$ cat config.mk
export PLATFORM = sky130hd
export DESIGN_NAME = risc_ctrl_seq_flat
export DESIGN_NICKNAME = d
export VERILOG_FILES = /design/src/rtl/risc_pkg.sv /design/src/rtl/risc_ctrl_seq_if.sv /design/src/rtl/risc_edge_det.sv /design/src/rtl/risc_ctrl_seq.sv /design/src/flat_wrapper.sv
export SDC_FILE = /design/constraint.sdc
export NUM_CORES = 1
export LEC_CHECK = 0
export BUFFER_PORTS_ARGS = -buffer_cell sky130_fd_sc_hd__buf_2
export CAP_MARGIN = 10
export CORE_UTILIZATION = 45
export CTS_CLUSTER_DIAMETER = 30
export CTS_CLUSTER_SIZE = 40
export DETAILED_ROUTE_END_ITERATION = 6
export GPL_TIMING_DRIVEN = 0
export PLACE_DENSITY = 0.79
export SYNTH_ARGS = -nofsm -noshare
export SYNTH_HDL_FRONTEND = slang
export SYNTH_SLANG_ARGS = --single-unit
$ cat constraint.sdc
create_clock -name clk -period 2.6 [get_ports clk]
set_clock_uncertainty 0.15 [all_clocks]
set_input_delay 0.26 -clock clk [delete_from_list [all_inputs] [get_ports clk]]
set_output_delay 0.26 -clock clk [all_outputs]
set_load 0.01 [all_outputs]
$ cat src/rtl/risc_pkg.sv
// Shared definitions for the accumulator RISC core: opcodes, sequencer states,
// and the datapath strobe bundle.
package risc_pkg;

  localparam int unsigned OPCODE_W = 3;

  typedef enum logic [OPCODE_W-1:0] {
    OP_HLT = 3'd0,
    OP_SKZ = 3'd1,
    OP_ADD = 3'd2,
    OP_AND = 3'd3,
    OP_XOR = 3'd4,
    OP_LDA = 3'd5,
    OP_STO = 3'd6,
    OP_JMP = 3'd7
  } opcode_e;

  typedef enum logic [3:0] {
    ST_IDLE = 4'd0,
    ST_S0   = 4'd1,
    ST_S1   = 4'd2,
    ST_S2   = 4'd3,
    ST_S3   = 4'd4,
    ST_S4   = 4'd5,
    ST_S5   = 4'd6,
    ST_S6   = 4'd7,
    ST_S7   = 4'd8,
    ST_WAIT = 4'd9,
    ST_HALT = 4'd10
  } state_e;

  typedef struct packed {
    logic load_ir;
    logic inc_pc;
    logic rd;
    logic wr;
    logic datactl_ena;
    logic load_acc;
    logic load_pc;
    logic halt;
  } strobes_t;

  // Instructions that read memory into the accumulator path (ALU ops and LDA).
  function automatic logic is_acc_op(opcode_e op);
    return (op == OP_ADD) || (op == OP_AND) || (op == OP_XOR) || (op == OP_LDA);
  endfunction

endpackage

$ cat src/rtl/risc_ctrl_seq_if.sv
// Sequencer <-> clock generator / datapath signal bundle.
interface risc_ctrl_seq_if;
  import risc_pkg::*;

  logic                fetch;
  logic [OPCODE_W-1:0] opcode;
  logic                zero;
  logic                load_ir;
  logic                inc_pc;
  logic                rd;
  logic                wr;
  logic                datactl_ena;
  logic                load_acc;
  logic                load_pc;
  logic                halt;
  logic                phase_err;
  logic [3:0]          phase;

  modport master (
    input  fetch, opcode, zero,
    output load_ir, inc_pc, rd, wr, datactl_ena, load_acc, load_pc, halt,
           phase_err, phase
  );

  modport slave (
    output fetch, opcode, zero,
    input  load_ir, inc_pc, rd, wr, datactl_ena, load_acc, load_pc, halt,
           phase_err, phase
  );

endinterface

$ cat src/rtl/risc_edge_det.sv
// Rising-edge detector: one registered copy of the input, combinational pulse.
module risc_edge_det (
  input  logic clk,
  input  logic reset,
  input  logic i_sig,
  output logic o_rise
);

  logic r_sig_q;

  always_ff @(posedge clk) begin
    if (reset) r_sig_q <= 1'b0;
    else       r_sig_q <= i_sig;
  end

  assign o_rise = i_sig & ~r_sig_q;

endmodule

$ cat src/rtl/risc_ctrl_seq.sv
// 8-phase instruction sequencer: steps S0..S7 on fetch rises and drives
// registered datapath strobes decoded from the state being entered.
module risc_ctrl_seq
  import risc_pkg::*;
#(
  parameter bit          RESYNC_EN = 1'b1,
  parameter int unsigned OPW       = 3
) (
  input  logic            clk,
  input  logic            reset,
  risc_ctrl_seq_if.master bus
);

  state_e         r_state;
  state_e         w_state_nxt;
  strobes_t       r_strb;
  strobes_t       w_strb_nxt;
  logic           r_zero_l;
  logic           r_phase_err;
  logic           w_rise;
  logic           w_in_seq;
  logic           w_misalign;
  logic           w_zero_eff;
  logic [OPW-1:0] w_opcode_raw;
  opcode_e        w_op;

  risc_edge_det u_edge_det (
    .clk    (clk),
    .reset  (reset),
    .i_sig  (bus.fetch),
    .o_rise (w_rise)
  );

  assign w_opcode_raw = bus.opcode;
  assign w_op         = opcode_e'(w_opcode_raw);
  assign w_in_seq     = (r_state >= ST_S0) && (r_state <= ST_S6);
  assign w_misalign   = w_rise & w_in_seq;
  // S4 strobes are decoded while still in S3, before zero_l has captured zero.
  assign w_zero_eff   = (r_state == ST_S3) ? bus.zero : r_zero_l;

  always_comb begin
    w_state_nxt = r_state;
    unique case (r_state)
      ST_IDLE, ST_WAIT: if (w_rise) w_state_nxt = ST_S0;
      ST_S7:            w_state_nxt = w_rise ? ST_S0 : ST_WAIT;
      ST_HALT:          w_state_nxt = ST_HALT;
      ST_S0, ST_S1, ST_S2, ST_S3, ST_S4, ST_S5, ST_S6: begin
        if (w_misalign && RESYNC_EN)
          w_state_nxt = ST_S0;
        else if ((r_state == ST_S3) && (w_op == OP_HLT))
          w_state_nxt = ST_HALT;
        else
          w_state_nxt = state_e'(r_state + 4'd1);
      end
      default:          w_state_nxt = ST_IDLE;
    endcase

    w_strb_nxt = '0;
    case (w_state_nxt)
      ST_S0, ST_S1: begin
        w_strb_nxt.rd      = 1'b1;
        w_strb_nxt.load_ir = 1'b1;
        w_strb_nxt.inc_pc  = 1'b1;
      end
      ST_S4: begin
        w_strb_nxt.rd          = is_acc_op(w_op);
        w_strb_nxt.datactl_ena = (w_op == OP_STO);
        w_strb_nxt.load_pc     = (w_op == OP_JMP);
        w_strb_nxt.inc_pc      = (w_op == OP_SKZ) && w_zero_eff;
      end
      ST_S5: begin
        w_strb_nxt.rd          = is_acc_op(w_op);
        w_strb_nxt.load_acc    = is_acc_op(w_op);
        w_strb_nxt.datactl_ena = (w_op == OP_STO);
        w_strb_nxt.wr          = (w_op == OP_STO);
        w_strb_nxt.load_pc     = (w_op == OP_JMP);
      end
      ST_S6: begin
        w_strb_nxt.rd          = is_acc_op(w_op);
        w_strb_nxt.datactl_ena = (w_op == OP_STO);
        w_strb_nxt.inc_pc      = (w_op == OP_SKZ) && w_zero_eff;
      end
      ST_HALT: w_strb_nxt.halt = 1'b1;
      default: ;
    endcase
  end

  always_ff @(posedge clk) begin
    if (reset) begin
      r_state     <= ST_IDLE;
      r_strb      <= '0;
      r_zero_l    <= 1'b0;
      r_phase_err <= 1'b0;
    end else begin
      r_state     <= w_state_nxt;
      r_strb      <= w_strb_nxt;
      r_phase_err <= w_misalign;
      if (r_state == ST_S3) r_zero_l <= bus.zero;
    end
  end

  assign bus.load_ir     = r_strb.load_ir;
  assign bus.inc_pc      = r_strb.inc_pc;
  assign bus.rd          = r_strb.rd;
  assign bus.wr          = r_strb.wr;
  assign bus.datactl_ena = r_strb.datactl_ena;
  assign bus.load_acc    = r_strb.load_acc;
  assign bus.load_pc     = r_strb.load_pc;
  assign bus.halt        = r_strb.halt;
  assign bus.phase_err   = r_phase_err;
  assign bus.phase       = r_state;

endmodule

$ cat src/flat_wrapper.sv
// flat-port wrapper written by rule: the top's interface ports become plain ports
module risc_ctrl_seq_flat import risc_pkg::*;
#(
  parameter bit          RESYNC_EN = 1'b1,
  parameter int unsigned OPW       = 3
)
  (clk, reset, bus_fetch, bus_opcode, bus_zero, bus_load_ir, bus_inc_pc, bus_rd, bus_wr, bus_datactl_ena, bus_load_acc, bus_load_pc, bus_halt, bus_phase_err, bus_phase);
  risc_ctrl_seq_if bus_i ();
  input  logic clk;
  input  logic reset;
  input wire logic [$bits(bus_i.fetch)-1:0] bus_fetch;
  input wire logic [$bits(bus_i.opcode)-1:0] bus_opcode;
  input wire logic [$bits(bus_i.zero)-1:0] bus_zero;
  output wire logic [$bits(bus_i.load_ir)-1:0] bus_load_ir;
  output wire logic [$bits(bus_i.inc_pc)-1:0] bus_inc_pc;
  output wire logic [$bits(bus_i.rd)-1:0] bus_rd;
  output wire logic [$bits(bus_i.wr)-1:0] bus_wr;
  output wire logic [$bits(bus_i.datactl_ena)-1:0] bus_datactl_ena;
  output wire logic [$bits(bus_i.load_acc)-1:0] bus_load_acc;
  output wire logic [$bits(bus_i.load_pc)-1:0] bus_load_pc;
  output wire logic [$bits(bus_i.halt)-1:0] bus_halt;
  output wire logic [$bits(bus_i.phase_err)-1:0] bus_phase_err;
  output wire logic [$bits(bus_i.phase)-1:0] bus_phase;
  assign bus_i.fetch = bus_fetch;
  assign bus_i.opcode = bus_opcode;
  assign bus_i.zero = bus_zero;
  assign bus_load_ir = bus_i.load_ir;
  assign bus_inc_pc = bus_i.inc_pc;
  assign bus_rd = bus_i.rd;
  assign bus_wr = bus_i.wr;
  assign bus_datactl_ena = bus_i.datactl_ena;
  assign bus_load_acc = bus_i.load_acc;
  assign bus_load_pc = bus_i.load_pc;
  assign bus_halt = bus_i.halt;
  assign bus_phase_err = bus_i.phase_err;
  assign bus_phase = bus_i.phase;
  risc_ctrl_seq #(.RESYNC_EN(RESYNC_EN), .OPW(OPW)) u_core (.clk(clk), .reset(reset), .bus(bus_i));
endmodule
# --- After elaboration in Yosys (flattened, before gate mapping) ---
# Index checks and enable logic that the tools add are counted.
totals:
  out_inout_bits: 13
  reg_bits: 15
  in_bits: 7
  word_cells: 71
op_classes:
  eq_ne: 23
  add_sub_neg: 1
  n_mux: 10
  reduce_logical: 17
  bitwise: 6
  magnitude_cmp: 2
ops:
  columns: ["op", "n"]
  rows:
  - ["4-bit by 3-bit equality test with 1-bit output, second input constant", 7]
  - ["4-bit equality test, second input constant", 4]
  - ["4-bit 2-to-1 mux", 4]
  - ["4-bit one-hot mux with 4 select lines", 1]
  - ["2-bit OR reduction", 7]
  - ["3-bit equality test, second input constant", 4]
  - ["4-bit by 2-bit equality test with 1-bit output, second input constant", 3]
  - ["4-bit by 1-bit equality test with 1-bit output, second input constant", 2]
  - ["7-bit OR reduction", 1]
  - ["3-bit by 2-bit equality test with 1-bit output, second input constant", 2]
  - ["4-bit by 1-bit adder with 4-bit output, second input constant", 1]
  - ["4-bit by 1-bit >= comparator with 1-bit output, second input constant", 1]
  - ["4-bit by 3-bit <= comparator with 1-bit output, second input constant", 1]
  - ["4-bit logical NOT", 1]
  - ["1-bit NOT", 4]
  - ["1-bit one-hot mux with 2 select lines", 2]
  - ["3-bit by 1-bit equality test with 1-bit output, second input constant", 1]
  - ["1-bit logical AND", 3]
  - ["3-bit logical NOT", 1]
  - ["1-bit logical OR", 3]
  - ["1-bit 2-to-1 mux", 3]
  - ["3-bit OR reduction", 1]
  - ["1-bit bitwise AND", 2]

# --- Depth between registers and ports, before layout ---
# Gate-level depths: netlist (run 1).
logic_depth:
  depth_word: 9
  ltp_mapped: 8
  mapped_depth_nobuf: 8

# --- By module ---
# A second synthesis (run 1) with hierarchy kept.
hier_totals:
  cells_unflattened: 88
  hier_area_um2: 879.6
modules_own_cells:
  columns: ["mod", "area_per_inst_um2", "seq_area_each_um2", "instances", "cells_each"]
  rows:
  - ["risc_ctrl_seq", 832.0, 280.3, 1, 85]
  - ["risc_edge_det", 47.5, 20.0, 1, 3]

# --- Worst setup path after synthesis (run 1) ---
# OpenSTA, ideal clock, no wires.
synth_path:
  kind: "flip-flop to flip-flop"
  from: "reg u_core.r_state[1] (netlist: u_core.bus.phase[1])"
  to: "reg u_core.r_strb (netlist bit u_core.bus.inc_pc)"
  path_buffers: 0
  required_ps: 2363
  setup_ps: 87
  slack_ps: -74
  arrival_ps: 2437
  synth_period_minus_slack_ps: 2674
  path_stages_with_launch: 9
  path_cell_list: "dfxtp_1 inv_1 ha_1 or3b_1 a311o_2 nor3_4 nand2_2 or4_1 o31ai_1"
synth_between:
  elab_chain_len: 8
  word_cells_on_any_way: 32
  classes_between: "add/sub (1); order compare (2); eq/ne (14); mux (6); bitwise (1); reduce/logical (8)"
synth_lines:
  columns: ["item", "line", "source"]
  rows:
  - ["start, declared", "risc_ctrl_seq.sv:14", "state_e r_state;"]
  - ["start signal, assigned", "risc_ctrl_seq.sv:95", "r_state <= w_state_nxt;"]
  - ["4-bit by 1-bit >= comparator with 1-bit output, or another cell as far along", "risc_ctrl_seq.sv:36", "assign w_in_seq = (r_state >= ST_S0) && (r_state <= ST_S6);"]
  - ["1-bit logical AND (on tied branches)", "risc_ctrl_seq.sv:36, risc_ctrl_seq.sv:50", null]
  - ["1-bit bitwise AND / 4-bit 2-to-1 mux (equally long branches)", "risc_ctrl_seq.sv:37, risc_ctrl_seq.sv:50", null]
  - ["4-bit 2-to-1 mux", "risc_ctrl_seq.sv:48", "if (w_misalign && RESYNC_EN)"]
  - ["4-bit one-hot mux with 4 select lines", "risc_ctrl_seq.sv:43", "unique case (r_state)"]
  - ["4-bit by 3-bit equality test with 1-bit output, or another cell as far along", "risc_ctrl_seq.sv:59", "case (w_state_nxt)"]
  - ["2-bit OR reduction (on tied branches)", null, null]
  - ["1-bit one-hot mux with 2 select lines (*)", "risc_ctrl_seq.sv:59", null]
  - ["end signal, assigned", "risc_ctrl_seq.sv:96", "r_strb <= w_strb_nxt;"]
  - ["end, declared", "risc_ctrl_seq.sv:16", "strobes_t r_strb;"]
# Mark *: on every way between the ends. The rest lies on a longest branch, timed or not.
# A chain may end at the register's enable or synchronous reset.

# --- Final worst setup path (run 1) ---
layout_path:
  from: "reg u_core.r_state[0] (netlist: u_core.bus.phase[0])"
  to: "reg u_core.r_strb (netlist bit u_core.bus.inc_pc)"
# The elaborated chain is that of the path after synthesis.

==> run_results.csv, run 1 <==
group,metric,value,unit
run_status,status,"completed",
worst_setup_path,cp-end-kind,"flop",
clocking,cts.sinks,15,
pwr,peakVddDrop,0.3375,mV
yosys,synthesis.nets,90,
pwr,power.share.sequential,0.354,
clocking,cts_hold_buf,0,
yosys,synth-compound-area-share,0.1303,
yosys,synth_edf_count,0,
worst_setup_path,path_depth,8,
sta,period_needed,2561,ps
detailed_routing,met1Wirelength,768,um
clocking,tritoncts,"done",
sta,finalSetupViolCount,0,
detailed_routing,drc,0,
cells_and_area,areaGrowthSynthToFinish,28.01,%
die,rows,14,
sta,finalHoldViolCount,0,
yosys,muxShareOfSynthArea,0.02769,
pwr,p_int,0.5082,mW
detailed_routing,wl_met2,769,um
place,place.gp.congestion,0.8395,
yosys,yosys.area_share.simple,0.2736,
worst_setup_path,critPathRequiredTime,2640,ps
yosys,synth.avg_cell_area,9.725,um^2
clocking,h-tree-depth,1,
die,initial_utilization,0.4928,
detailed_routing,postRouteAntennaNets,0,
pwr,power_switching,0.3058,mW
cells_and_area,layout.nets,116,
detailed_routing,vias,678,
worst_setup_path,worst-path-buf-inv,1,
worst_setup_path,start_kind,"flop",
worst_setup_path,crit_start,"u_core.bus.phase[0]",
die,ios,20,
place,dp_cells,113,
global_route,grt_pass1_wl,2504,um
yosys,syn_area,768.2,um^2
place,dp_hpwl,1061,um
sta,fin_setup_tns,0,ps
sta,slew_violations,0,
worst_setup_path,worst_path_dominant_cell_family,"simple AND/OR/NAND/NOR gates",
detailed_routing,via_per_inst,5.650,
yosys,syn_inst,79,
sta,tightest_slew,399.3,ps
worst_hold_path,hp-class,"in -> reg",
global_route,grt_overflow,0,
detailed_routing,wire_per_inst,13.79,um
detailed_routing,drt-initial-drc-count,30,
yosys,yosys_warnings,0,
sta,hold_ws,14.02,ps
pwr,p_comb_frac,0.484,
sta,finalCritPeriodShare,0.9851,
global_route,grt_pass1_vias,587,
die,die_height,43.32,um
detailed_routing,wl_met3,108,um
place,port_buffers,18,
die,core_area,1559,um^2
global_route,grt_usage,0.1778,
worst_setup_path,worstSetupEndpoint,"u_core.bus.inc_pc",
clocking,clock_latency,280,ps
clocking,numCtsBuffers,3,
die,die_w,43.32,um
pwr,powerDensity,827.7,nW/um^2
yosys,synth_flop_cell,"dfxtp_1",
sta,slew_headroom,0.7318,
detailed_routing,first_pass_iters,4,
clocking,cts_buffer_depth,2,
worst_setup_path,cp_cell_sequence,"inv_2, ha_4, or3b_4, a311o_2, nor3_4, nand2_2, or4_4, o31ai_1",
cells_and_area,diodes,0,
cells_and_area,post-route-util,0.6308,
yosys,synthXorXnorAreaFrac,0.04560,
yosys,yosys.area_share.adder,0.06515,
worst_setup_path,r2r-start,"u_core.bus.phase[0]",
worst_setup_path,rrSetupSlack,40,ps
sta,setup_ws,38.85,ps
clocking,clkSlewWorstSetupHoldPaths,90,ps
worst_setup_path,critPathSlowestCell,"or4_4",
cells_and_area,final_area,983.4,um^2
global_route,antenna_found_initial,0,
worst_setup_path,r2r_cells,8,
worst_setup_path,cp_max_fo,7,
yosys,ys_seq_area_frac,0.3909,
global_route,grt_max_degree,11,
detailed_routing,highest_layer,"met4",
place,place_ws,-134.2,ps
cells_and_area,final_cells,120,
yosys,yosysUniqueCellTypes,35,
sta,fmax,0.3905,GHz
place,place_area,879.6,um^2
pwr,p_clk_frac,0.163,
die,die_area,1877,um^2
pwr,switching_share,0.3757,
worst_setup_path,slowest_delay,530,ps
detailed_routing,wirelength,1655,um
yosys,synth-seq-cells,15,
yosys,synth_top_family_by_area,"simple AND/OR/NAND/NOR gates",
cells_and_area,drive_above_1_share,0.4519,
clocking,root_buffer,"clkbuf_4",
worst_setup_path,cp.arrival,2600,ps
worst_setup_path,worstSetupPathType,"reg -> reg",
pwr,p_leak,0.4053,nW
worst_setup_path,r2r-end,"u_core.bus.inc_pc",
job,drv_cap,0,
pwr,finalPower,0.8140,mW
yosys,synthArstFlopShare,0,
placed cells by master, fill, tap and decap left out, types with 2 or more instances in the layout:
cell        n
nand4_1     2
ha_4        2
a21oi_1     4
clkbuf_4    3
inv_2       2
inv_1       2
xnor2_1     4
nand2b_1    2
dfxtp_1    13
buf_2      18
buf_4       3
buf_6       2
nor4_1      2
ha_1        2
nor3_1      5
nor2_1     10
a2111oi_2   2
flip-flops by register name, summed over array words and instances (netlist names):
register,cells
u_core.bus.datactl_ena,1
u_core.bus.load_acc,1
u_core.bus.phase,4
u_core.bus.inc_pc,1
u_core.bus.halt,1
u_core.u_edge_det.r_sig_q,1
u_core.bus.wr,1
u_core.bus.rd,1
u_core.r_zero_l,1
u_core.bus.phase_err,1
u_core.bus.load_pc,1
u_core.bus.load_ir,1
area by class of cell:
cell class | instances | area (um^2)
clock buffer | 3 | 22.52
clock inverter | 1 | 5.005
buffer | 3 | 36.28
timing repair buffer | 21 | 112.6
tap | 16 | 20.02
multi-input combinational | 57 | 466.7
fill | 125 | 575.6
inverter | 4 | 15.01
sequential | 15 | 305.3
metal layers:
layer | track usage | vias to the layer above
li1 | - | 337
met2 | 0.2909 | 26
met3 | 0.05106 | 2
met5 | 0 | -
met4 | 0.03750 | 0
met1 | 0.2330 | 313
cells by family after synthesis:
kind of cell / after synthesis
mux: 2
buf+inv: 7
flops: 15
fa+ha+maj: 4
xor+xnor: 4
simple gates: 34
compound gates: 13
what timing repair did:
| action | CTS | global route |
|---|---|---|
| buffers inserted | 1 | 2 |
| setup endpoints to repair | 4 | 7 |
| pin swaps | 2 | 2 |
| resized for setup | 6 | 9 |
cell usage after synthesis (2+ instances only):
| master | n | area (um^2) |
|---|---|---|
| a2111oi_0 | 2 | 17.52 |
| a21oi_1 | 4 | 20.02 |
| buf_6 | 2 | 22.52 |
| dfxtp_1 | 15 | 300.3 |
| ha_1 | 4 | 50.05 |
| inv_1 | 4 | 15.01 |
| nand2b_1 | 2 | 12.51 |
| nand4_1 | 2 | 12.51 |
| nor2_1 | 10 | 37.54 |
| nor3_1 | 5 | 25.02 |
| nor4_1 | 2 | 12.51 |
| xnor2_1 | 4 | 35.03 |
power groups by stage:
stage / sequential, mW / clock [mW] / combinational [mW]
3_5_place_dp: 0.287 / 0 / 0.305
5_1_grt: 0.292 / 0.148 / 0.427
2_1_floorplan: 0.303 / 0 / 0.208
3_3_place_gp: 0.286 / 0 / 0.300
6_report: 0.288 / 0.132 / 0.394
4_1_cts: 0.283 / 0.136 / 0.331
how the worst min path moves through the flow:
stage | startpoint | to | slack [ps] | cells after the start
global placement | reset | u_core.bus.phase[1] | 310 | 2
detailed placement | reset | u_core.bus.phase[1] | 320 | 2
floorplan | bus_opcode[0] | u_core.bus.datactl_ena | 190 | 1
CTS | reset | u_core.bus.phase[1] | 10 | 2
finish | reset | u_core.bus.phase[0] | 10 | 2
global route | reset | u_core.bus.phase[0] | 5 | 2
No activity file was read; power rests on OpenSTA's default activity.
==> inputs of run 2 (changes only) <==
--- a/config.mk
+++ b/config.mk
@@ -13,6 +13,7 @@
 export DETAILED_ROUTE_END_ITERATION = 6
 export GPL_TIMING_DRIVEN = 0
 export PLACE_DENSITY = 0.79
+export REMOVE_ABC_BUFFERS = 1
 export SYNTH_ARGS = -nofsm -noshare
 export SYNTH_HDL_FRONTEND = slang
 export SYNTH_SLANG_ARGS = --single-unit
==> run_results.csv, run 2 (synthesis gave the netlist of run 1 again) <==
group,metric,value,unit
sta,finalCritPeriodShare,0.9678,
global_route,grt_pass1_wl,2394,um
clocking,h-tree-depth,1,
die,ios,20,
worst_setup_path,rrSetupSlack,80,ps
cells_and_area,mostFrequentLayoutCells,"buf_2, dfxtp_1, nor2_1",
worst_setup_path,cp.arrival,2530,ps
die,core_area,1559,um^2
cells_and_area,fillers,134,
cells_and_area,layout.nets,112,
global_route,grt_pass1_vias,574,
worst_hold_path,hp-class,"in -> reg",
cells_and_area,drive_above_1_share,0.3700,
detailed_routing,drt-initial-drc-count,13,
detailed_routing,postRouteAntennaNets,0,
pwr,peakVddDrop,0.4688,mV
cells_and_area,areaGrowthSynthToFinish,18.89,%
run_status,violations,"DRC",
sta,fmax,0.3974,GHz
sta,finalSetupViolCount,0,
cells_and_area,final_area,913.4,um^2
worst_hold_path,holdPathStages,2,
clocking,tritoncts,"done",
detailed_routing,wire_per_inst,12.57,um
global_route,grt_max_degree,11,
detailed_routing,wirelength,1458,um
place,dp_cells,111,
job,drv_cap,0,
pwr,powerDensity,834.3,nW/um^2
worst_setup_path,r2r-end,"u_core.bus.rd",
pwr,p_leak,0.3725,nW
clocking,clkSlewWorstSetupHoldPaths,90,ps
worst_hold_path,min_to,"u_core.bus.datactl_ena",
detailed_routing,via_per_inst,5.784,
worst_setup_path,cp-end-kind,"flop",
cells_and_area,seq_area,304.0,um^2
place,dp_hpwl,1080,um
die,rows,14,
die,initial_utilization,0.4928,
sta,slew_violations,0,
run_status,status,"finished, violations left",
clocking,cts_buffer_depth,2,
sta,finalHoldViolCount,0,
place,port_buffers,19,
place,place.gp.congestion,0.7655,
cells_and_area,diodes,0,
cells_and_area,final_cells,116,
pwr,finalPower,0.7620,mW
sta,rsz0062_at_grt,"false",
clocking,clock_latency,280,ps
die,die_area,1877,um^2
worst_setup_path,critPathRequiredTime,2620,ps
global_route,grt_usage,0.1716,
sta,period_needed,2516,ps
cells_and_area,final_common_cell,"buf_2",
clocking,root_buffer,"clkbuf_4",
global_route,grt_overflow,0,
clocking,cts.sinks,15,
worst_setup_path,start_kind,"flop",
worst_hold_path,hold_start,"bus_opcode[0]",
worst_setup_path,r2r-start,"u_core.bus.phase[1]",
clocking,numCtsBuffers,3,
die,die_height,43.32,um
cells_and_area,multi_input_area,445.4,um^2
cells_and_area,largest_reg_flops,4,
worst_setup_path,r2r_cells,7,
worst_setup_path,worstSetupPathType,"reg -> reg",
sta,slew_headroom,0.7359,
detailed_routing,drc,2,
place,place_area,847.1,um^2
sta,tightest_slew,393.2,ps
die,die_w,43.32,um
detailed_routing,first_pass_iters,6,
detailed_routing,vias,671,
worst_setup_path,cp_max_fo,6,
global_route,antenna_found_initial,0,
==> run 2: how the worst max path moves through the flow <==
stage / endpoint / start / cells past startpoint
after global placement: u_core.bus.inc_pc / u_core.bus.phase[1] / 8
after CTS: u_core.bus.rd / u_core.bus.phase[0] / 7
after global routing: u_core.bus.inc_pc / u_core.bus.phase[1] / 8
final: u_core.bus.rd / u_core.bus.phase[1] / 7
after detailed placement: u_core.bus.inc_pc / u_core.bus.phase[1] / 8
after floorplan: u_core.bus.inc_pc / u_core.bus.phase[1] / 8
==> run 2: critical path, stage by stage, from the launching register on <==
cell and delay, ps:
dfxtp_4 380, inv_1 80, ha_2 200, or3b_1 400
a311o_2 380, o22a_2 260, and2_1 190, a2111oi_1 360
==> run 2: through the flow <==
step / worst slack [ps] / setup TNS (ps) / util / hold slack (ps)
3_3_place_gp: -170.7 / -225.9 / 0.5433 / 336.2
2_1_floorplan: -74.32 / -74.32 / - / 181.6
6_report: 83.73 / 0 / 0.5859 / 75.78
3_5_place_dp: -210.8 / -322.8 / 0.5433 / 359.3
4_1_cts: 0.09059 / 0 / 0.5722 / 74.72
5_1_grt: 9.609 / 0 / 0.5859 / 85.65
==> run 2: what timing repair did <==
| action | CTS | global route |
|---|---|---|
| setup endpoints to repair | 3 | 6 |
| pin swaps | 2 | 0 |
| hold buffers | 0 | 0 |
| buffers inserted | 1 | 0 |
| resized for setup | 4 | 6 |
==> run 2: area by class of cell <==
type,instances,area share
flip-flops and latches,15,0.3329
inverters,4,0.01644
clock buffers,4,0.02877
multi-input cells,57,0.4877
repair buffers,20,0.1123
well taps,16,0.02192
==> run 2: power by group <==
part | switching, mW | internal, mW | leakage, nW
Clock | 0.0725 | 0.0596 | 0.0150
Sequential | 0.0204 | 0.264 | 0.123
Combinational | 0.190 | 0.156 | 0.234
Total | 0.282 | 0.480 | 0.373
==> run 2: layer usage <==
layer  vias up  GRT usage  share of wire
met5         -          0              0
met4         0    0.07500         0.0089
met3         2    0.04255          0.030
met2        14     0.2667           0.48
met1       327     0.2251           0.48
li1        328          -              -
